===== config.mk =====
export PLATFORM = sky130hd
export DESIGN_NAME = byte_serial_add_seq
export DESIGN_NICKNAME = d
export VERILOG_FILES = /design/src/rtl/byte_serial_add_seq_pkg.sv /design/src/rtl/byte_serial_add_seq_add8_slice.sv /design/src/rtl/byte_serial_add_seq.sv
export SDC_FILE = /design/constraint.sdc
export NUM_CORES = 1
export LEC_CHECK = 0
export ABC_AREA = 0
export BUFFER_PORTS_ARGS = -buffer_cell sky130_fd_sc_hd__buf_2
export CORE_MARGIN = 5
export CORE_UTILIZATION = 55
export DETAILED_ROUTE_END_ITERATION = 8
export PLACE_DENSITY_LB_ADDON = 0.25
export SETUP_SLACK_MARGIN = 0.15
export SLEW_MARGIN = 20
export SYNTH_ARGS = -nofsm -noshare
export SYNTH_HDL_FRONTEND = slang
export SYNTH_SLANG_ARGS = --single-unit

===== constraint.sdc =====
create_clock -name clk -period 4.3 [get_ports clk]
set_input_delay 0.86 -clock clk [delete_from_list [all_inputs] [get_ports clk]]
set_output_delay 0.86 -clock clk [all_outputs]
set_load 0.02 [all_outputs]

===== src/rtl/byte_serial_add_seq_pkg.sv =====
// Shared definitions for the byte-serial add/subtract sequencer.
//   BYTE_W    : width of the shared adder slice
//   state_t   : controller state encoding
//   idx_width : width of the byte index counter for a given operand size
package byte_serial_add_seq_pkg;

    localparam int BYTE_W = 8;

    typedef enum logic [1:0] {
        ST_IDLE = 2'd0,
        ST_RUN  = 2'd1,
        ST_DONE = 2'd2
    } state_t;

    function automatic int idx_width(input int nbytes);
        return (nbytes > 1) ? $clog2(nbytes) : 1;
    endfunction

endpackage


===== src/rtl/byte_serial_add_seq_add8_slice.sv =====
// Combinational 8-bit ripple adder slice shared by all bytes of an operation.
//   a, b  : byte operands
//   cin   : carry in
//   sum   : byte sum
//   cout  : carry out of bit 7
module byte_serial_add_seq_add8_slice
    import byte_serial_add_seq_pkg::*;
(
    input  logic [BYTE_W-1:0] a,
    input  logic [BYTE_W-1:0] b,
    input  logic              cin,
    output logic [BYTE_W-1:0] sum,
    output logic              cout
);

    assign {cout, sum} = {1'b0, a} + {1'b0, b} + {{BYTE_W{1'b0}}, cin};

endmodule


===== src/rtl/byte_serial_add_seq.sv =====
// Wide add/subtract computed one byte per cycle, LSB first, through a single
// 8-bit adder slice with the carry chained through a register.
//   clk, rst_n                 : clock, synchronous active-low reset
//   req_valid/req_ready        : request handshake (ready only in IDLE)
//   req_a, req_b, req_cin      : operands and carry-in (cin ignored on subtract)
//   req_sub                    : 1 = A - B
//   rsp_valid/rsp_ready        : response handshake
//   rsp_sum, rsp_cout, rsp_ovf : result, MSB carry out, signed overflow
//   busy                       : operation in progress or result pending
//
// state | meaning
// IDLE  | waiting for a request, req_ready=1
// RUN   | one byte per cycle through the slice
// DONE  | result held until the consumer accepts it
module byte_serial_add_seq
    import byte_serial_add_seq_pkg::*;
#(
    parameter int NBYTES = 4
) (
    input  logic                     clk,
    input  logic                     rst_n,
    input  logic                     req_valid,
    output logic                     req_ready,
    input  logic [NBYTES*BYTE_W-1:0] req_a,
    input  logic [NBYTES*BYTE_W-1:0] req_b,
    input  logic                     req_cin,
    input  logic                     req_sub,
    output logic                     rsp_valid,
    input  logic                     rsp_ready,
    output logic [NBYTES*BYTE_W-1:0] rsp_sum,
    output logic                     rsp_cout,
    output logic                     rsp_ovf,
    output logic                     busy
);

    localparam int W     = NBYTES * BYTE_W;
    localparam int IDX_W = idx_width(NBYTES);
    localparam logic [IDX_W-1:0] IDX_LAST = IDX_W'(NBYTES - 1);

    state_t            state, state_nxt;
    logic [W-1:0]      op_a, op_b, res;
    logic              carry, ovf_q;
    logic [IDX_W-1:0]  idx;
    logic              accept, last;
    logic [BYTE_W-1:0] slice_sum;
    logic              slice_cout;

    assign last = (idx == IDX_LAST);

    // Operands shift right each RUN cycle so the slice always sees byte 0;
    // the result shifts in from the top, so byte idx lands in its final
    // position once all NBYTES bytes have been processed.
    byte_serial_add_seq_add8_slice u_slice (
        .a    (op_a[BYTE_W-1:0]),
        .b    (op_b[BYTE_W-1:0]),
        .cin  (carry),
        .sum  (slice_sum),
        .cout (slice_cout)
    );

    always_ff @(posedge clk) begin
        if (!rst_n) state <= ST_IDLE;
        else        state <= state_nxt;
    end

    always_comb begin
        state_nxt = state;
        req_ready = 1'b0;
        rsp_valid = 1'b0;
        busy      = 1'b0;
        accept    = 1'b0;
        case (state)
            ST_IDLE: begin
                req_ready = 1'b1;
                if (req_valid) begin
                    accept    = 1'b1;
                    state_nxt = ST_RUN;
                end
            end
            ST_RUN: begin
                busy = 1'b1;
                if (last) state_nxt = ST_DONE;
            end
            ST_DONE: begin
                busy      = 1'b1;
                rsp_valid = 1'b1;
                if (rsp_ready) state_nxt = ST_IDLE;
            end
            default: state_nxt = ST_IDLE;
        endcase
    end

    always_ff @(posedge clk) begin
        if (!rst_n) begin
            op_a  <= '0;
            op_b  <= '0;
            res   <= '0;
            carry <= 1'b0;
            ovf_q <= 1'b0;
            idx   <= '0;
        end else if (accept) begin
            op_a  <= req_a;
            op_b  <= req_sub ? ~req_b : req_b;
            carry <= req_sub | req_cin;
            idx   <= '0;
        end else if (state == ST_RUN) begin
            op_a  <= op_a >> BYTE_W;
            op_b  <= op_b >> BYTE_W;
            res   <= {slice_sum, res[W-1:BYTE_W]};
            carry <= slice_cout;
            idx   <= idx + 1'b1;
            // On the last byte, bit 7 of the low operand bytes is the MSB
            // of the original (possibly inverted) operands.
            if (last)
                ovf_q <= (op_a[BYTE_W-1] == op_b[BYTE_W-1]) &&
                         (slice_sum[BYTE_W-1] != op_a[BYTE_W-1]);
        end
    end

    assign rsp_sum  = res;
    assign rsp_cout = carry;
    assign rsp_ovf  = ovf_q;

endmodule

==> results.py, run 1 <==
metrics = {
    "run_status": {
        "status": "finished clean",
    },
    "job": {
        "maxCapViolCount": 0,
    },
    "clock_tree": {
        "htree_levels": 3,
        "cts_tree": "done",
        "post_cts_resized": 0,
        "clk-insertion-delay-late_ns": 0.35,
        "cts.hold.buffers_added": 0,
        "clk_pin_slew_ns": 0.10,
        "post_cts_buffers": 0,
        "root_buffer": "clkbuf_8",
        "cts_buffers": 9,
        "cts_sinks": 102,
        "cts_max_path_buffers": 2,
    },
    "route": {
        "vias": 3897,
        "ant_nets": 0,
        "drtIter0Drc": 144,
        "via_per_inst": 5.41,
        "drcViolationCount": 0,
        "firstDrtPassIters": 5,
        "routed_wl_um": 10700,
        "wl_per_cell_um": 14.8,
    },
    "setup_path": {
        "worstPathCellList": "inv_1 -> ha_4 -> buf_4 -> a222oi_1 -> nand2_1 -> o21ai_0 -> and2_1",
        "cpMaxStageDelayCell": "buf_4",
        "worstPathArrival_ns": 2.76,
        "crit_path_start_kind": "flop",
        "cp_max_fo": 58,
        "worstSetupEndpointType": "flop",
        "path_delay_family": "buffers and inverters",
        "critical_path_required_ns": 4.56,
        "max_stage_delay_ns": 0.78,
        "criticalPathCategory": "reg2reg",
        "path_buf_inv": 2,
    },
    "logic_synthesis": {
        "netlist_area_um2": 4950,
        "synth_cell_type_count": 40,
        "ys_warn_count": 0,
        "synth_top_cell_by_area": "dfxtp_1",
        "synth_seq_area_share": 0.413,
        "synth_seq_cells": 102,
        "avgSynthCellArea_um2": 9.34,
        "syn_nets": 613,
        "synth_top_cells_by_count": "dfxtp_1 (102), nand2_1 (95), mux2i_1 (74)",
        "synthCells": 530,
        "async_flop_share": 0,
        "yosysTopAreaCellShare": 0.413,
        "yosys-top-cells-area": "dfxtp_1 (41%), mux2i_1 (15%), nand2_1 (7.2%)",
        "synth_edf_count": 0,
        "synth-main-ff-cell": "dfxtp_1",
        "synth_most_common_cell": "dfxtp_1",
    },
    "global_routing": {
        "met2_usage": 0.299,
        "grt_max_degree": 64,
        "overflow": 0,
        "grt_pass1_wl_um": 17300,
        "antenna_found_initial": 0,
        "grt_pass1_vias": 3682,
        "grt_util_met3": 0.0407,
        "grt_usage": 0.187,
        "busiest_layer": "met2",
        "grt.met1_usage": 0.253,
    },
    "timing": {
        "worst_slack_ns": 1.80,
        "min_period_over_period": 0.582,
        "rsz0062_at_grt": "false",
        "clock-skew-final_ns": 0.0102,
        "min_period_ns": 2.50,
        "slew_headroom": 0.299,
        "slew_violations": 0,
        "fmax_mhz": 400,
        "setup_tns_ns": 0,
        "tightest_slew_ns": 1.05,
        "setup_viol": 0,
        "finalHoldViolations": 0,
        "whs_ns": 0.479,
    },
    "placed_design": {
        "dp_slack_ns": 1.69,
        "place_congestion": 0.815,
        "place_area_um2": 5480,
        "port_buffers": 106,
        "hpwl_um": 7540,
    },
    "layout": {
        "final_nets": 692,
        "area_growth_pct": 14.5,
        "drive_gt1_frac": 0.211,
        "fillers": 750,
        "n_antenna_cell": 0,
        "fin_area_um2": 5670,
    },
    "floorplan": {
        "rows": 34,
        "die_area_um2": 11000,
        "fp.dieW_um": 105,
        "initial_core_util": 0.565,
        "core_area_um2": 8760,
        "io_pins": 107,
        "fp.dieH_um": 105,
    },
    "min_path": {
        "hold_path_class": "reg2reg",
    },
    "power_and_ir_drop": {
        "power_density_nw_per_um2": 576,
        "leakagePower_nw": 2.71,
        "ir_drop_mv": 0.350,
        "p_total_mw": 3.26,
    },
}
## report_power, final
group	internal, mW	total, mW	switching [mW]
sequential	1.16	1.30	0.146
combinational	0.602	1.38	0.773
clock	0.266	0.586	0.319
## placed cells by master, fill, tap and decap left out, types with 2 or more instances in the layout
cell type	synthesis	routed
buf_2	13	106
dfxtp_1	102	102
nand2_1	95	94
mux2i_1	74	74
nor2b_1	30	30
xnor2_1	25	25
o211a_1	25	25
and3_1	24	24
nand3_1	21	21
a21boi_0	16	16
ha_1	11	10
inv_1	9	9
xor2_1	9	9
clkbuf_8	0	9
o211ai_1	5	5
a21oi_1	5	5
nand4_1	4	4
nor2_1	4	4
buf_4	1	4
and2_1	2	2
o21a_1	2	2
nand4b_1	2	2
a21o_1	2	2
nand3b_1	2	2
o21ai_0	2	2
nor3_1	2	2
fa_1	2	2
inv_6	0	2
## cell families after synthesis
logic type	count (synthesis)	share of synthesized area
XOR/XNOR	34	0.0602
flip-flops	102	0.413
adder cells (fa/ha/maj)	13	0.0359
multiplexers	74	0.150
AND/OR/NAND/NOR	191	0.190
AO/OA/AOI/OAI	65	0.109
buffers and inverters	51	0.0427
## routing by layer
metal	up-vias	routed length [um]
met5	-	0
met4	0	164
met1	1817	4840
met2	93	5070
li1	1974	-
met3	13	590
## final cells by class
type                            instances  area, um2  share of cell area
Clock buffer                            9        124              0.0219
Clock inverter                          5       60.1              0.0106
Inverter                                9       33.8             0.00596
Multi-Input combinational cell        377       2710               0.478
Sequential cell                       102       2040               0.360
Tap cell                              108        135              0.0238
Timing Repair Buffer                  110        561              0.0989
## state kept, by name, summed over array words and instances, names as in the netlist
signal,flops
idx,2
op_a,32
op_b,32
rsp_cout,1
rsp_ovf,1
rsp_sum,32
state,2
## metrics by stage
stage                     instances   util
after floorplan                 530      -
after global placement          706  0.626
after detailed placement        706  0.626
after CTS                       720  0.647
after global routing            720  0.647
final                           720  0.647
## worst register-to-register path, stage by stage (launching register included)
cell,delay (ns)
dfxtp_1,0.32
inv_1,0.12
ha_4,0.53
buf_4,0.79
a222oi_1,0.28
nand2_1,0.12
o21ai_0,0.07
and2_1,0.17
## worst paths after layout
path	from	cells after the start	slack (ns)	endpoint
max	state[1]	7	1.80	state[1]
max reg2reg	state[1]	7	1.80	state[1]
min	op_b[24]	2	0.48	op_b[24]
min reg2reg	op_b[24]	2	0.48	op_b[24]
No activity file was read; power rests on OpenSTA's default activity.
==> inputs of run 2 (changes only) <==
CORE_UTILIZATION = 49   (was 55)
clock period = 2.3 ns   (was 4.3 ns; I/O delays follow)
==> run 2 against run 1 <==
Sequential share of layout area shrank 1.1 points. Design area increased by 3.2%. Hold slack worse by 0.13 ns. Sequential power rose by 88%. Routed wire length increased by 5.0%. Cell count is 5.4% higher. Critical path type unchanged.
==> results.py, run 2 (same netlist as run 1, synthesis figures left out) <==
metrics = {
    "clock_tree": {
        "clk-insertion-delay-late_ns": 0.35,
        "cts.hold.buffers_added": 0,
        "cts_sinks": 102,
        "htree_levels": 3,
        "cts_max_path_buffers": 2,
        "cts_buffers": 9,
        "cts_tree": "done",
        "root_buffer": "clkbuf_8",
        "clk_pin_slew_ns": 0.09,
    },
    "layout": {
        "fillers": 907,
        "final-seq-area_um2": 2040,
        "fin_area_um2": 5850,
        "layout_common_cells": "buf_2 (106), dfxtp_1 (100), nand2_1 (94)",
        "multi_input_area_um2": 2720,
        "area_growth_pct": 18.2,
        "drive_gt1_frac": 0.233,
        "final_nets": 704,
        "layout_commonest_cell": "buf_2",
        "n_antenna_cell": 0,
    },
    "global_routing": {
        "grt_usage": 0.180,
        "grt_max_degree": 50,
        "grt_pass1_vias": 3755,
        "antenna_found_initial": 0,
        "overflow": 0,
        "grt_pass1_wl_um": 18500,
    },
    "placed_design": {
        "place_area_um2": 5620,
        "port_buffers": 106,
        "hpwl_um": 8200,
        "place_congestion": 0.812,
    },
    "floorplan": {
        "die_area_um2": 12200,
        "fp.dieW_um": 111,
        "rows": 36,
        "initial_core_util": 0.504,
        "fp.dieH_um": 111,
        "core_area_um2": 9820,
        "io_pins": 107,
    },
    "route": {
        "drtIter0Drc": 175,
        "vias": 3898,
        "ant_nets": 0,
        "via_per_inst": 5.14,
        "routed_wl_um": 11200,
        "drcViolationCount": 0,
        "wl_per_cell_um": 14.7,
        "firstDrtPassIters": 4,
    },
    "timing": {
        "clock-skew-final_ns": 0.00713,
        "setup_tns_ns": 0,
        "fmax_mhz": 473,
        "min_period_over_period": 0.918,
        "min_period_ns": 2.11,
        "rsz0062_at_grt": "true",
        "setup_viol": 0,
        "tightest_slew_ns": 0.534,
        "slew_headroom": 0.643,
        "slew_violations": 0,
        "finalHoldViolations": 0,
    },
    "setup_path": {
        "worstSetupEndpointType": "flop",
        "criticalPathCategory": "reg2reg",
        "cp_max_fo": 3,
        "critPathCapture": "rsp_sum[30]",
        "r2r_end": "rsp_sum[30]",
        "r2r-start": "op_b[0]",
        "reg2reg_depth": 8,
        "crit_start": "op_b[0]",
        "crit_path_start_kind": "flop",
        "worstPathArrival_ns": 2.41,
        "r2r_slack_ns": 0.19,
        "critical_path_required_ns": 2.60,
    },
    "run_status": {
        "status": "finished clean",
    },
    "job": {
        "maxCapViolCount": 0,
    },
    "min_path": {
        "hold_path_class": "in2reg",
    },
    "power_and_ir_drop": {
        "ir_drop_mv": 0.663,
        "p_total_mw": 6.27,
        "power_density_nw_per_um2": 1070,
        "leakagePower_nw": 2.79,
    },
}
[run 2: changes by cell type in the layout (fill, tap and decap cells not counted)]
cell and change:
buf_4 +9, buf_12 +3, clkbuf_1 +2, clkbuf_8 +2, dfxtp_1 -2, dfxtp_2 +2
fa_1 -2, fa_2 +2, inv_6 -2, inv_1 -1, inv_2 +1
[run 2: worst min-delay path by stage]
stage | cells after the start | slack, ns | startpoint | to
6_report | 2 | 0.34 | req_a[20] | op_a[20]
5_1_grt | 2 | 0.32 | req_a[14] | op_a[14]
4_1_cts | 2 | 0.32 | req_a[14] | op_a[14]
3_5_place_dp | 2 | 0.48 | op_b[24] | op_b[24]
3_3_place_gp | 2 | 0.47 | op_b[24] | op_b[24]
2_1_floorplan | 2 | 0.45 | op_b[24] | op_b[24]
[run 2: critical path, cell delays in order, from the launching register on]
cell and delay (ns):
dfxtp_2 0.34, fa_2 0.39, inv_2 0.06, fa_2 0.22, nor2b_4 0.05, o31a_1 0.30
o21a_1 0.22, or4_1 0.40, nand4_1 0.08
[run 2: cell type report]
class                      count  share of cell area
clock buffer                  13              0.0272
clock inverter                 3             0.00727
inverter                       9             0.00577
multi-input combinational    377               0.464
sequential                   102               0.349
tap                          133              0.0284
timing repair buffer         122               0.118
[run 2: repair_timing]
item,4_1_cts,5_1_grt
buffers inserted,0,4
gates resized for setup,2,1
setup endpoints to repair,1,1
pin swaps,1,5
[run 2: metal layers]
metal / up-vias / GRT usage / part of all wire
met3: 9 / 0.0367 / 0.048
met4: 0 / 0.0534 / 0.0081
met2: 97 / 0.292 / 0.47
met5: - / 0 / 0
met1: 1794 / 0.240 / 0.47
li1: 1998 / - / -
[run 2: metrics by stage]
| step | util | hold WS [ns] | cells | setup slack [ns] |
|---|---|---|---|---|
| 3_5_place_dp | 0.572 | 0.476 | 739 | 0.143 |
| 3_3_place_gp | 0.572 | 0.472 | 739 | 0.159 |
| 4_1_cts | 0.593 | 0.321 | 755 | 0.159 |
| 2_1_floorplan | - | 0.452 | 530 | 0.182 |
| 5_1_grt | 0.596 | 0.317 | 759 | 0.115 |
| 6_report | 0.596 | 0.344 | 759 | 0.188 |
[run 2: report_power, final]
| part | switching [mW] | internal [mW] |
|---|---|---|
| registers | 0.273 | 2.16 |
| clock network | 0.581 | 0.563 |
| logic | 1.48 | 1.21 |
| total | 2.33 | 3.94 |
